$ cat config.mk
export PLATFORM = sky130hd
export DESIGN_NAME = uart_tx_frame
export DESIGN_NICKNAME = d
export VERILOG_FILES = /design/src/rtl/uart_tx_frame.sv
export SDC_FILE = /design/constraint.sdc
export NUM_CORES = 1
export LEC_CHECK = 0
export CORE_ASPECT_RATIO = 1.75
export CORE_MARGIN = 4
export CORE_UTILIZATION = 45
export CTS_CLUSTER_DIAMETER = 40
export DETAILED_ROUTE_END_ITERATION = 10
export DONT_BUFFER_PORTS = 1
export PLACE_DENSITY = 0.7
export SLEW_MARGIN = 20
export SYNTH_ARGS = -nofsm -noshare
export SYNTH_HDL_FRONTEND = slang
export SYNTH_SLANG_ARGS = --single-unit
$ cat constraint.sdc
create_clock -name CLK -period 3.6 [get_ports CLK]
set_input_delay 0.54 -clock CLK [delete_from_list [all_inputs] [get_ports CLK]]
set_output_delay 0.54 -clock CLK [all_outputs]
set_load 0.1 [all_outputs]
$ cat src/rtl/uart_tx_frame.sv
// ============================================================================
// Module   : uart_tx_frame
// Purpose  : UART transmitter: start, 8 data bits LSB first, optional parity,
//            stop. Bit period set by Prescale. Optional macro
//            UART_TX_TWO_STOP_EN sends two stop bits.
// Revision : 1.0 - initial release
// ============================================================================
`default_nettype none

module uart_tx_frame #(
    parameter int DATA_WIDTH     = 8,
    parameter int Prescale_width = 6
) (
    input  logic                      CLK,
    input  logic                      RST,
    input  logic [DATA_WIDTH-1:0]     P_DATA,
    input  logic                      DATA_VALID,
    input  logic                      PAR_EN,
    input  logic                      PAR_TYP,
    input  logic [Prescale_width-1:0] Prescale,
    output logic                      TX_OUT,
    output logic                      busy,
    output logic                      DATA_ACK
);

    localparam int BIT_W = (DATA_WIDTH > 1) ? $clog2(DATA_WIDTH) : 1;
    localparam logic [BIT_W-1:0]          LAST_BIT  = BIT_W'(DATA_WIDTH - 1);
    localparam logic [BIT_W-1:0]          BIT_ONE   = BIT_W'(1);
    localparam logic [Prescale_width-1:0] PRESC_ONE = Prescale_width'(1);

    typedef enum logic [2:0] {
        IDLE   = 3'd0,
        START  = 3'd1,
        DATA   = 3'd2,
        PARITY = 3'd3,
        STOP   = 3'd4
    } state_t;

    state_t                    state, state_n;
    logic [Prescale_width-1:0] cnt, cnt_n;
    logic [Prescale_width-1:0] last_cnt, last_cnt_n;
    logic [BIT_W-1:0]          bit_cnt, bit_cnt_n;
    logic [DATA_WIDTH-1:0]     data, data_n;
    logic                      par_en, par_en_n;
    logic                      par_typ, par_typ_n;
    logic                      tx_n, busy_n, ack_n;
    logic                      load;
    logic                      cnt_done;
`ifdef UART_TX_TWO_STOP_EN
    logic                      stop2, stop2_n;
`endif

    assign cnt_done = (cnt == last_cnt);

    always_ff @(posedge CLK or negedge RST) begin
        if (!RST) begin
            state    <= IDLE;
            cnt      <= '0;
            last_cnt <= '0;
            bit_cnt  <= '0;
            data     <= '0;
            par_en   <= 1'b0;
            par_typ  <= 1'b0;
            TX_OUT   <= 1'b1;
            busy     <= 1'b0;
            DATA_ACK <= 1'b0;
`ifdef UART_TX_TWO_STOP_EN
            stop2    <= 1'b0;
`endif
        end else begin
            state    <= state_n;
            cnt      <= cnt_n;
            last_cnt <= last_cnt_n;
            bit_cnt  <= bit_cnt_n;
            data     <= data_n;
            par_en   <= par_en_n;
            par_typ  <= par_typ_n;
            TX_OUT   <= tx_n;
            busy     <= busy_n;
            DATA_ACK <= ack_n;
`ifdef UART_TX_TWO_STOP_EN
            stop2    <= stop2_n;
`endif
        end
    end

    always_comb begin
        state_n    = state;
        cnt_n      = cnt;
        last_cnt_n = last_cnt;
        bit_cnt_n  = bit_cnt;
        data_n     = data;
        par_en_n   = par_en;
        par_typ_n  = par_typ;
        ack_n      = 1'b0;
        load       = 1'b0;
`ifdef UART_TX_TWO_STOP_EN
        stop2_n    = stop2;
`endif

        if (state != IDLE) begin
            cnt_n = cnt_done ? '0 : cnt + PRESC_ONE;
        end

        unique case (state)
            IDLE: begin
                if (DATA_VALID) load = 1'b1;
            end
            START: begin
                if (cnt_done) begin
                    state_n   = DATA;
                    bit_cnt_n = '0;
                end
            end
            DATA: begin
                if (cnt_done) begin
                    if (bit_cnt == LAST_BIT) begin
                        state_n = par_en ? PARITY : STOP;
                    end else begin
                        bit_cnt_n = bit_cnt + BIT_ONE;
                    end
                end
            end
            PARITY: begin
                if (cnt_done) state_n = STOP;
            end
            STOP: begin
                if (cnt_done) begin
`ifdef UART_TX_TWO_STOP_EN
                    if (!stop2) begin
                        stop2_n = 1'b1;
                    end else begin
                        stop2_n = 1'b0;
                        if (DATA_VALID) load = 1'b1;
                        else            state_n = IDLE;
                    end
`else
                    if (DATA_VALID) load = 1'b1;
                    else            state_n = IDLE;
`endif
                end
            end
            default: state_n = IDLE;
        endcase

        // Accepting a word snapshots the whole frame configuration; Prescale=0 acts as 1.
        if (load) begin
            state_n    = START;
            cnt_n      = '0;
            bit_cnt_n  = '0;
            data_n     = P_DATA;
            par_en_n   = PAR_EN;
            par_typ_n  = PAR_TYP;
            last_cnt_n = (Prescale == '0) ? '0 : Prescale - PRESC_ONE;
            ack_n      = 1'b1;
        end
    end

    // Outputs are derived from the next state so they appear registered with it.
    always_comb begin
        busy_n = (state_n != IDLE);
        tx_n   = 1'b1;
        unique case (state_n)
            IDLE:    tx_n = 1'b1;
            START:   tx_n = 1'b0;
            DATA:    tx_n = data_n[bit_cnt_n];
            PARITY:  tx_n = par_typ_n ? ~^data_n : ^data_n;
            STOP:    tx_n = 1'b1;
            default: tx_n = 1'b1;
        endcase
    end

endmodule

`default_nettype wire

==> results of run 1 <==
==> sequential cells by signal, indices dropped and copies added (netlist names) <==
name      flops
data          8
par_en        1
DATA_ACK      1
state         3
cnt           6
bit_cnt       3
busy          1
par_typ       1
last_cnt      6
TX_OUT        1
==> per-stage QoR <==
step / power, W / cell area, sq um / util (%) / setup slack [ns]
2_1_floorplan: 0.00147 / 1810 / - / 1.27
3_3_place_gp: 0.00161 / 1860 / 47.6 / 1.16
3_5_place_dp: 0.00165 / 1860 / 47.6 / 1.09
4_1_cts: 0.00192 / 1960 / 50.2 / 1.09
5_1_grt: 0.00204 / 1960 / 50.2 / 0.947
6_report: 0.00189 / 1960 / 50.2 / 1.10
==> worst min-delay path by stage <==
stage                     from            endpoint  slack, ns  cells past startpoint
after floorplan            RST  DATA_ACK$_DFF_PN0_       0.24                      0
after global placement     RST  DATA_ACK$_DFF_PN0_       0.25                      0
after detailed placement   RST  DATA_ACK$_DFF_PN0_       0.25                      0
after CTS                  RST  DATA_ACK$_DFF_PN0_       0.08                      1
after global routing       RST    TX_OUT$_DFF_PN1_       0.09                      0
final                      RST  DATA_ACK$_DFF_PN0_       0.08                      1
==> synth_stat cells, types with 2 or more instances <==
cell type	count
or3_1	4
nor3_1	3
clkbuf_1	3
o21ai_0	8
a21oi_1	5
nor2_1	11
mux2i_1	3
nand4_1	2
xor2_1	5
dfrtp_1	30
ha_1	4
nand2_1	27
mux2_2	8
nor2b_1	2
nand3_1	5
o31ai_1	8
xnor2_1	17
and3_1	2
and2_1	3
inv_1	6
==> where the power goes <==
part / switching [W] / internal (W)
registers: 0.000234 / 0.000505
logic: 0.000435 / 0.000470
clock network: 0.000116 / 0.000135
total: 0.000784 / 0.00111
==> cell type report <==
class,count,area share (%)
Clock buffer,7,3.90
Clock inverter,1,0.255
Inverter,7,1.47
Multi-Input combinational cell,136,49.9
Sequential cell,31,39.7
Tap cell,48,3.07
Timing Repair Buffer,3,1.79
==> logic make-up (layout without fill, tap and decap cells) <==
family                     Yosys count  count (layout)  synth area share [%]
and+or+nand+nor                     66              66                  17.8
DFF                                 31              31                  42.9
AOI/OAI and AO/OA                   30              30                  13.0
xor gates and xnor gates            23              23                  11.9
muxes                               13              13                  8.49
buffers and inverters               12              18                  3.24
adders and majority gates            4               4                  2.76
==> critical path: stages (launching register included) <==
cell      delay [ns]
dfrtp_1         0.52
or3b_1          0.18
and3b_1         0.21
a21oi_4         0.28
inv_4           0.15
a311oi_4        0.33
mux4_2          0.56
nand2_1         0.10
a41oi_2         0.09
==> layer usage <==
metal	GRT usage, %	vias to the layer above	wire length (um)
met5	0	-	0
met4	5.94	0	62
met2	29.7	27	2070
li1	-	635	-
met3	5.49	5	199
met1	15.2	645	1310
==> out/metrics.csv, run 1 <==
stage,metric,value,unit
floorplanning,dieArea,5150,sq um
clock_network,cts_root_buf,clkbuf_8,
clock_network,cts_sinks,31,
synth,ys_top_cells_by_area,"dfrtp_1 (41%), xnor2_1 (8.2%), nand2_1 (5.6%)",
cells_and_area,final_cell_mix,"dfrtp_1 (30), nand2_1 (27), xnor2_1 (17), nor2_1 (11)",
global_route,grt_pass1_vias,1378,
cells_and_area,synthToLayoutAreaGrowth,8.07,%
synth,ys_ff_latch,31,
critical_path,critPathArrivalTime,2.69,ns
critical_path,timing.rr.end,TX_OUT$_DFF_PN1_,
cells_and_area,ff_latch_area,777,sq um
critical_path,crit_path_end,TX_OUT$_DFF_PN1_,
drt,route.vias.total,1312,
placed_design,placed_cells,224,
job,cap_violations,0,
drt,drt_iter0_markers,38,
clock_network,cts_max_level,2,
clock_network,clock_latency,0.28,ns
floorplanning,pin_count,22,
critical_path,critPathMaxFanout,14,
synth,synthFlopType,dfrtp_1,
sta,slew_headroom,42.0,%
cells_and_area,instances_no_fill,233,
clock_network,clk_pin_slew,0.06,ns
clock_network,cts_tree,built,
pwr,leakage,0.814,nW
synth,synth-edff-count,0,
floorplanning,core-area,3900,sq um
cells_and_area,drive_gt1_share,13.0,%
critical_path,rr_worst_depth,8,
global_route,grt_usage,15.7,%
drt,first_pass_iters,4,
sta,drv_slew,0,
synth,avgSynthCellArea,10.1,sq um
sta,period_needed,2.50,ns
cells_and_area,final.fill_count,399,
min_path,hold_path.class,in2async,
critical_path,r2r_slack,1.10,ns
clock_network,ctsHoldBuffers,1,
drt,drc_errors,0,
sta,setup_viol,0,
synth,yosysUniqueCellTypes,43,
critical_path,crit_start,state[0]$_DFF_PN0_,
clock_network,numCtsBuffers,5,
critical_path,crit-reg2reg-launch,state[0]$_DFF_PN0_,
floorplanning,die_width,56.0,um
placed_design,place_congestion,0.821,
sta,tns,0,ns
run_status,status,"complete, no violations",
global_route,grt_pass1_wl,6.33,mm
synth,yosys.area.top_type_share,41.4,%
cells_and_area,layout_commonest_cell,dfrtp_1,
clock_network,cts_setup_buffers,0,
sta,skew,0.00556,ns
synth,ys_warn_count,0,
critical_path,worst-endpoint-required,3.80,ns
sta,post-route-period-util,69.3,%
critical_path,endpoint_kind,flip-flop,
floorplanning,start_util,46.4,%
drt,postRouteAntennaNets,0,
synth,netlist_area,1810,sq um
sta,worstMarginPinSlew,0.870,ns
sta,fmax,401,MHz
global_route,grt_start_max_net_pins,31,
clock_network,clockBufferDepth,2,
sta,hold_viol_final,0,
clock_network,cts_resized,0,
sta,holdWs,0.0771,ns
placed_design,dp_hpwl,2.82,mm
placed_design,io_buffers,0,
cells_and_area,diodes,0,
pwr,vdd_drop_max,0.461,mV
synth,netlist_instances,179,
synth,yosysSeqAreaShare,42.9,%
critical_path,worst_setup_path_start_kind,flip-flop,
synth,synth_top_cell_by_area,dfrtp_1,
global_route,grt_overflow_total,0,
floorplanning,die_h,92.0,um
sta,rsz0062_at_grt,false,
drt,routed_wirelength,3.64,mm
drt,wl_per_cell,15.6,um
synth,syn-num-nets,202,
pwr,power.density,967,nW/um^2
floorplanning,placementRows,30,
cells_and_area,nets,207,
cells_and_area,multi_input_area,977,sq um
synth,async_reset_ff_share,100,%
drt,viasPerCell,5.63,
global_route,grt_antenna_before_repair,0,
critical_path,setup.worst_path.class,reg2reg,
Note: power is estimated with default switching activity, not from simulation.
==> run 2, diff against run 1 <==
Settings changed: PLACE_DENSITY 0.7 to 0.72.
Clock period 3.6 ns to 2.2 ns, I/O delays scaled along.
==> out/metrics.csv, run 2 (same netlist as run 1, synthesis figures left out) <==
stage,metric,value,unit,change
critical_path,critical-path-max-stage-delay,0.39,ns,-0.17 ns
cells_and_area,diodes,0,,unchanged
cells_and_area,largest_reg_flops,8,,unchanged
critical_path,critPathArrivalTime,2.46,ns,-0.23 ns
job,cap_violations,0,,unchanged
drt,routed_wirelength,3.61,mm,-0.82%
critical_path,path_cells,"xnor2_1, and4_4, buf_4, a21oi_4, inv_4, a311oi_4, buf_4, mux2i_1, or3_1, a41oi_2",,
run_status,violations,setup timing,,
pwr,power.density,1580,nW/um^2,+63%
sta,post-route-period-util,103,%,+33 points
floorplanning,core-area,3900,sq um,unchanged
floorplanning,die_width,56.0,um,unchanged
critical_path,path_buf_inv,3,,+2
sta,rsz0062_at_grt,true,,
sta,finalWorstSetupSlack,-0.0589,ns,-1.16 ns
cells_and_area,nets,234,,+13%
min_path,hold_path.class,in2reg,,
global_route,grt_pass1_vias,1448,,+5.1%
global_route,grt_usage,15.3,%,-0.41 points
cells_and_area,reg_top3,"data: 8 flops, cnt: 6 flops, last_cnt: 6 flops",,
pwr,leakage,0.957,nW,+18%
placed_design,io_buffers,0,,unchanged
min_path,hp-start,Prescale[0],,
sta,setup_viol,1,,+1
critical_path,crit_slowest_cell,dfrtp_1,,
cells_and_area,layout_commonest_cell,dfrtp_1,,
floorplanning,die_h,92.0,um,unchanged
drt,drt_iter0_markers,23,,-39%
sta,drv_slew,0,,unchanged
drt,wl_per_cell,13.9,um,-11%
critical_path,worst-endpoint-required,2.40,ns,-1.40 ns
drt,route.vias.total,1392,,+6.1%
cells_and_area,final_cell_mix,"dfrtp_1 (30), buf_4 (28), nand2_1 (27), xnor2_1 (16), nor2_1 (11)",,
cells_and_area,instances_no_fill,260,,+12%
critical_path,crit-reg2reg-launch,cnt[0]$_DFFE_PN0P_,,
sta,skew,0.00436,ns,-0.00120 ns
clock_network,clk_pin_slew,0.06,ns,about the same
pwr,power,0.00344,W,+82%
global_route,grt_start_max_net_pins,32,,+3.2%
sta,tns,-0.0589,ns,-0.0589 ns
clock_network,clock_latency,0.28,ns,about the same
sta,hold_viol_final,0,,unchanged
clock_network,cts_max_level,2,,unchanged
placed_design,dp_hpwl,2.99,mm,+6.0%
floorplanning,pin_count,22,,unchanged
clock_network,cts_root_buf,clkbuf_8,,
critical_path,cp_top_family,compound AO/OA/AOI/OAI gates,,
pwr,vdd_drop_max,1.02,mV,+120%
clock_network,cts_sinks,31,,unchanged
critical_path,crit_top_cell,buf_4,,
sta,fmax,443,MHz,+10%
clock_network,clockBufferDepth,2,,unchanged
critical_path,setup.worst_path.class,reg2reg,,
sta,slew_headroom,67.5,%,+25 points
run_status,status,"complete, but fails checks",,
clock_network,cts_setup_buffers,0,,unchanged
global_route,grt_overflow_total,0,,unchanged
global_route,grt_pass1_wl,6.16,mm,-2.6%
global_route,grt_antenna_before_repair,0,,unchanged
clock_network,cts_tree,built,,
critical_path,endpoint_kind,flip-flop,,
cells_and_area,drive_gt1_share,25.9,%,+13 points
drt,viasPerCell,5.35,,-4.9%
placed_design,place_congestion,0.833,,+1.4%
placed_design,placed_cells,250,,+12%
sta,period_needed,2.26,ns,-0.236 ns
sta,worstMarginPinSlew,0.488,ns,-0.382 ns
cells_and_area,synthToLayoutAreaGrowth,20.4,%,
sta,holdWs,0.142,ns,+0.0646 ns
critical_path,crit_start,cnt[0]$_DFFE_PN0P_,,
floorplanning,dieArea,5150,sq um,unchanged
drt,drc_errors,0,,unchanged
cells_and_area,regMostFlops,data,,
critical_path,critPathMaxFanout,6,,-8
clock_network,numCtsBuffers,5,,unchanged
floorplanning,start_util,46.4,%,unchanged
critical_path,worst_setup_path_start_kind,flip-flop,,
drt,first_pass_iters,4,,unchanged
drt,postRouteAntennaNets,0,,unchanged
floorplanning,placementRows,30,,unchanged
==> run 2: path summary, 6_finish.rpt <==
check	end	slack, ns	cells after the start
worst max-delay path	TX_OUT$_DFF_PN1_	-0.06	10
worst min-delay path	last_cnt[0]$_DFFE_PN0N_	0.14	1
worst max register to register	TX_OUT$_DFF_PN1_	-0.06	10
worst min register to register	last_cnt[5]$_DFFE_PN0N_	0.50	2
max in group asynchronous	TX_OUT$_DFF_PN1_	1.48	2
min in group asynchronous	data[3]$_DFF_PN0_	0.49	2
==> run 2: final cells by class <==
| cell class | count | area [sq um] |
|---|---|---|
| Sequential cell | 31 | 777 |
| Clock buffer | 7 | 76.3 |
| Clock inverter | 1 | 5.00 |
| Timing Repair Buffer | 30 | 240 |
| Inverter | 7 | 28.8 |
| Fill cell | 362 | 1720 |
| Tap cell | 48 | 60.1 |
| Multi-Input combinational cell | 136 | 995 |
==> run 2: layer usage <==
| metal | vias up | global-route usage (%) | wire length [um] |
|---|---|---|---|
| met4 | 0 | 8.91 | 101 |
| met5 | - | 0 | 0 |
| met1 | 662 | 14.8 | 1300 |
| met3 | 8 | 3.80 | 150 |
| met2 | 29 | 28.4 | 2060 |
| li1 | 693 | - | - |
==> run 2: power by group <==
part / leakage [nW] / internal [W] / switching, W / total, W
Sequential: 0.384 / 0.000828 / 0.000233 / 0.00106
Clock: 0.0422 / 0.000221 / 0.000185 / 0.000407
Combinational: 0.531 / 0.00105 / 0.000922 / 0.00197
Total: 0.957 / 0.00210 / 0.00134 / 0.00344
==> run 2: timing repair <==
action                                  CTS  global route
hold buffers                              2             0
hold endpoints to repair                 31             0
cloned                                    0             0
resized for setup                         1             1
endpoints found under the setup margin    2             2
==> run 2: per-stage QoR <==
stage          area [sq um]  setup WS (ns)  util, %
2_1_floorplan          1830        -0.0480        -
3_3_place_gp           2060        -0.0419     52.8
3_5_place_dp           2060        -0.0701     52.8
4_1_cts                2170        -0.0811     55.7
5_1_grt                2180         -0.225     55.9
6_report               2180        -0.0589     55.9
==> run 3, diff against run 2 <==
Settings changed: CELL_PAD_IN_SITES_DETAIL_PLACEMENT from default to 1, CELL_PAD_IN_SITES_GLOBAL_PLACEMENT from default to 1, CORE_UTILIZATION 45 to 44, MAX_ROUTING_LAYER from default to met4, PLACE_DENSITY 0.72 to 0.84.
==> out/metrics.csv, run 3 (same netlist as run 1, synthesis figures left out) <==
stage,metric,value,unit,change
clock_network,clk_pin_slew,0.06,ns,about the same
cells_and_area,instances_no_fill,268,,+3.1%
cells_and_area,largest_reg_flops,8,,unchanged
clock_network,cts_max_level,2,,unchanged
sta,rsz0062_at_grt,true,,
clock_network,clockBufferDepth,2,,unchanged
critical_path,worst-endpoint-required,2.41,ns,about the same
floorplanning,placementRows,30,,unchanged
clock_network,cts_tree,built,,
critical_path,critPathArrivalTime,2.60,ns,+0.14 ns
drt,postRouteAntennaNets,0,,unchanged
floorplanning,pin_count,22,,unchanged
cells_and_area,final_cell_mix,"buf_4 (33), dfrtp_1 (29), nand2_1 (26), nor2_1 (11), xnor2_1 (11)",,
global_route,grt_pass1_vias,1727,,+19%
drt,viasPerCell,5.63,,+5.1%
global_route,grt_overflow_total,0,,unchanged
cells_and_area,nets,243,,+3.8%
clock_network,cts_sinks,31,,unchanged
floorplanning,start_util,46.0,%,-0.44 points
run_status,status,"complete, but fails checks",,
clock_network,numCtsBuffers,5,,unchanged
clock_network,clock_latency,0.28,ns,about the same
critical_path,crit_start,last_cnt[3]$_DFFE_PN0N_,,
drt,first_pass_iters,4,,unchanged
cells_and_area,reg_top3,"data: 8 flops, cnt: 6 flops, last_cnt: 6 flops",,
clock_network,cts_root_buf,clkbuf_8,,
sta,drv_slew,0,,unchanged
global_route,grt_start_max_net_pins,32,,unchanged
cells_and_area,synthToLayoutAreaGrowth,31.0,%,
min_path,hold_path.class,in2reg,,
drt,route.vias.total,1508,,+8.3%
sta,slew_headroom,49.3,%,-18 points
placed_design,place_congestion,0.854,,+2.5%
drt,routed_wirelength,5.34,mm,+48%
drt,drc_errors,0,,unchanged
sta,finalWorstSetupSlack,-0.188,ns,-0.130 ns
cells_and_area,drive_gt1_share,36.4,%,+10 points
global_route,grt_usage,21.5,%,+6.2 points
sta,post-route-period-util,109,%,+5.9 points
critical_path,crit_slowest_cell,dfrtp_1,,
run_status,violations,setup timing,,
job,cap_violations,0,,unchanged
placed_design,dp_hpwl,3.62,mm,+21%
critical_path,critPathMaxFanout,4,,-2
min_path,hp-start,Prescale[0],,
critical_path,endpoint_kind,flip-flop,,
drt,wl_per_cell,19.9,um,+43%
sta,worstMarginPinSlew,0.759,ns,+0.271 ns
floorplanning,dieArea,5250,sq um,+2.0%
sta,holdWs,0.146,ns,+0.00464 ns
pwr,vdd_drop_max,0.832,mV,-19%
sta,period_needed,2.39,ns,+0.130 ns
sta,hold_viol_final,0,,unchanged
global_route,grt_antenna_before_repair,0,,unchanged
sta,tns,-0.188,ns,-0.130 ns
pwr,leakage,1.05,nW,+10%
critical_path,critical-path-max-stage-delay,0.42,ns,+0.03 ns
critical_path,setup.worst_path.class,reg2reg,,
critical_path,path_cells,"xnor2_2, and3b_2, a21oi_4, inv_4, a311oi_4, buf_4, mux2i_2, or3_1, a41oi_2",,
sta,fmax,419,MHz,-5.4%
critical_path,worst_setup_path_start_kind,flip-flop,,
pwr,power.density,1670,nW/um^2,+5.7%
cells_and_area,final.fill_count,429,,+19%
drt,drt_iter0_markers,25,,+8.7%
placed_design,post_dp_cell_area,2040,sq um,-1.1%
floorplanning,die_h,92.9,um,+1.0%
cells_and_area,fin_util,60.3,%,+4.4 points
floorplanning,die_width,56.5,um,+0.97%
floorplanning,core-area,3940,sq um,+0.96%
cells_and_area,final_area,2370,sq um,+8.8%
critical_path,crit-reg2reg-launch,last_cnt[3]$_DFFE_PN0N_,,
sta,skew,0.00337,ns,-0.000990 ns
global_route,grt_pass1_wl,8.33,mm,+35%
cells_and_area,regMostFlops,data,,
placed_design,io_buffers,0,,unchanged
cells_and_area,diodes,0,,unchanged
cells_and_area,layout_commonest_cell,buf_4,,
placed_design,placed_cells,247,,-1.2%
sta,setup_viol,1,,unchanged
[run 3: cell types whose count changed in the layout (fill, tap and decap cells not counted), moves of 2 or more]
cell      delta
buf_6        +4
xnor2_1      -5
mux2_2       -2
mux2_4       +2
buf_4        +5
and2_4       +2
clkbuf_1     -2
xnor2_2      +5
[run 3: per-layer routing]
metal	wire length, um	global-route usage [%]	vias up	part of all wire [%]
met5	0	-	-	0
met4	132	8.32	0	2.5
met3	186	4.04	10	3.5
met2	3180	42.2	28	59
met1	1850	19.5	759	35
li1	-	-	711	-
[run 3: power by group]
part           internal, W  total [W]  switching, W  leakage, nW
Clock             0.000245   0.000443      0.000199       0.0470
Combinational      0.00124    0.00240       0.00116        0.624
Sequential        0.000829    0.00112      0.000287        0.382
[run 3: area by class of cell]
type / instances / area, sq um / area share [%]
Timing Repair Buffer: 39 / 323 / 13.6
Clock buffer: 6 / 82.6 / 3.48
Sequential cell: 31 / 778 / 32.8
Multi-Input combinational cell: 136 / 1100 / 46.2
Inverter: 7 / 28.8 / 1.21
Tap cell: 48 / 60.1 / 2.53
Clock inverter: 1 / 5.00 / 0.211
[run 3: path summary, 6_finish.rpt]
check	end	slack, ns	cells past startpoint
worst max-delay path	TX_OUT$_DFF_PN1_	-0.19	9
worst min register to register	par_typ$_DFF_PN0_	0.53	2
min in group asynchronous	data[2]$_DFF_PN0_	0.51	2
worst min-delay path	last_cnt[0]$_DFFE_PN0N_	0.15	1
worst max register to register	TX_OUT$_DFF_PN1_	-0.19	9
max in group asynchronous	TX_OUT$_DFF_PN1_	1.46	2
[run 3: what timing repair did]
action                                 CTS  global route
endpoints found under the hold margin   31             0
pin swaps                                9            13
setup endpoints to repair                3             5
resized for setup                       10            16
hold buffers                             2             0
buffers inserted                         3            10
[run 3: per-stage QoR]
stage | total power (W) | worst slack, ns
final | 0.00396 | -0.188
after global routing | 0.00421 | -0.280
after CTS | 0.00371 | -0.0808
after detailed placement | 0.00310 | -0.175
after global placement | 0.00297 | -0.0513
after floorplan | 0.00246 | -0.0480
[run 3: critical path: cells and delay by family (launching register included)]
kind	cells	cell delay, ns
AO/OA/AOI/OAI	3	0.74
AND/OR/NAND/NOR	2	0.63
flip-flops	1	0.42
buffers and inverters	2	0.29
XOR/XNOR	1	0.17
multiplexers	1	0.08
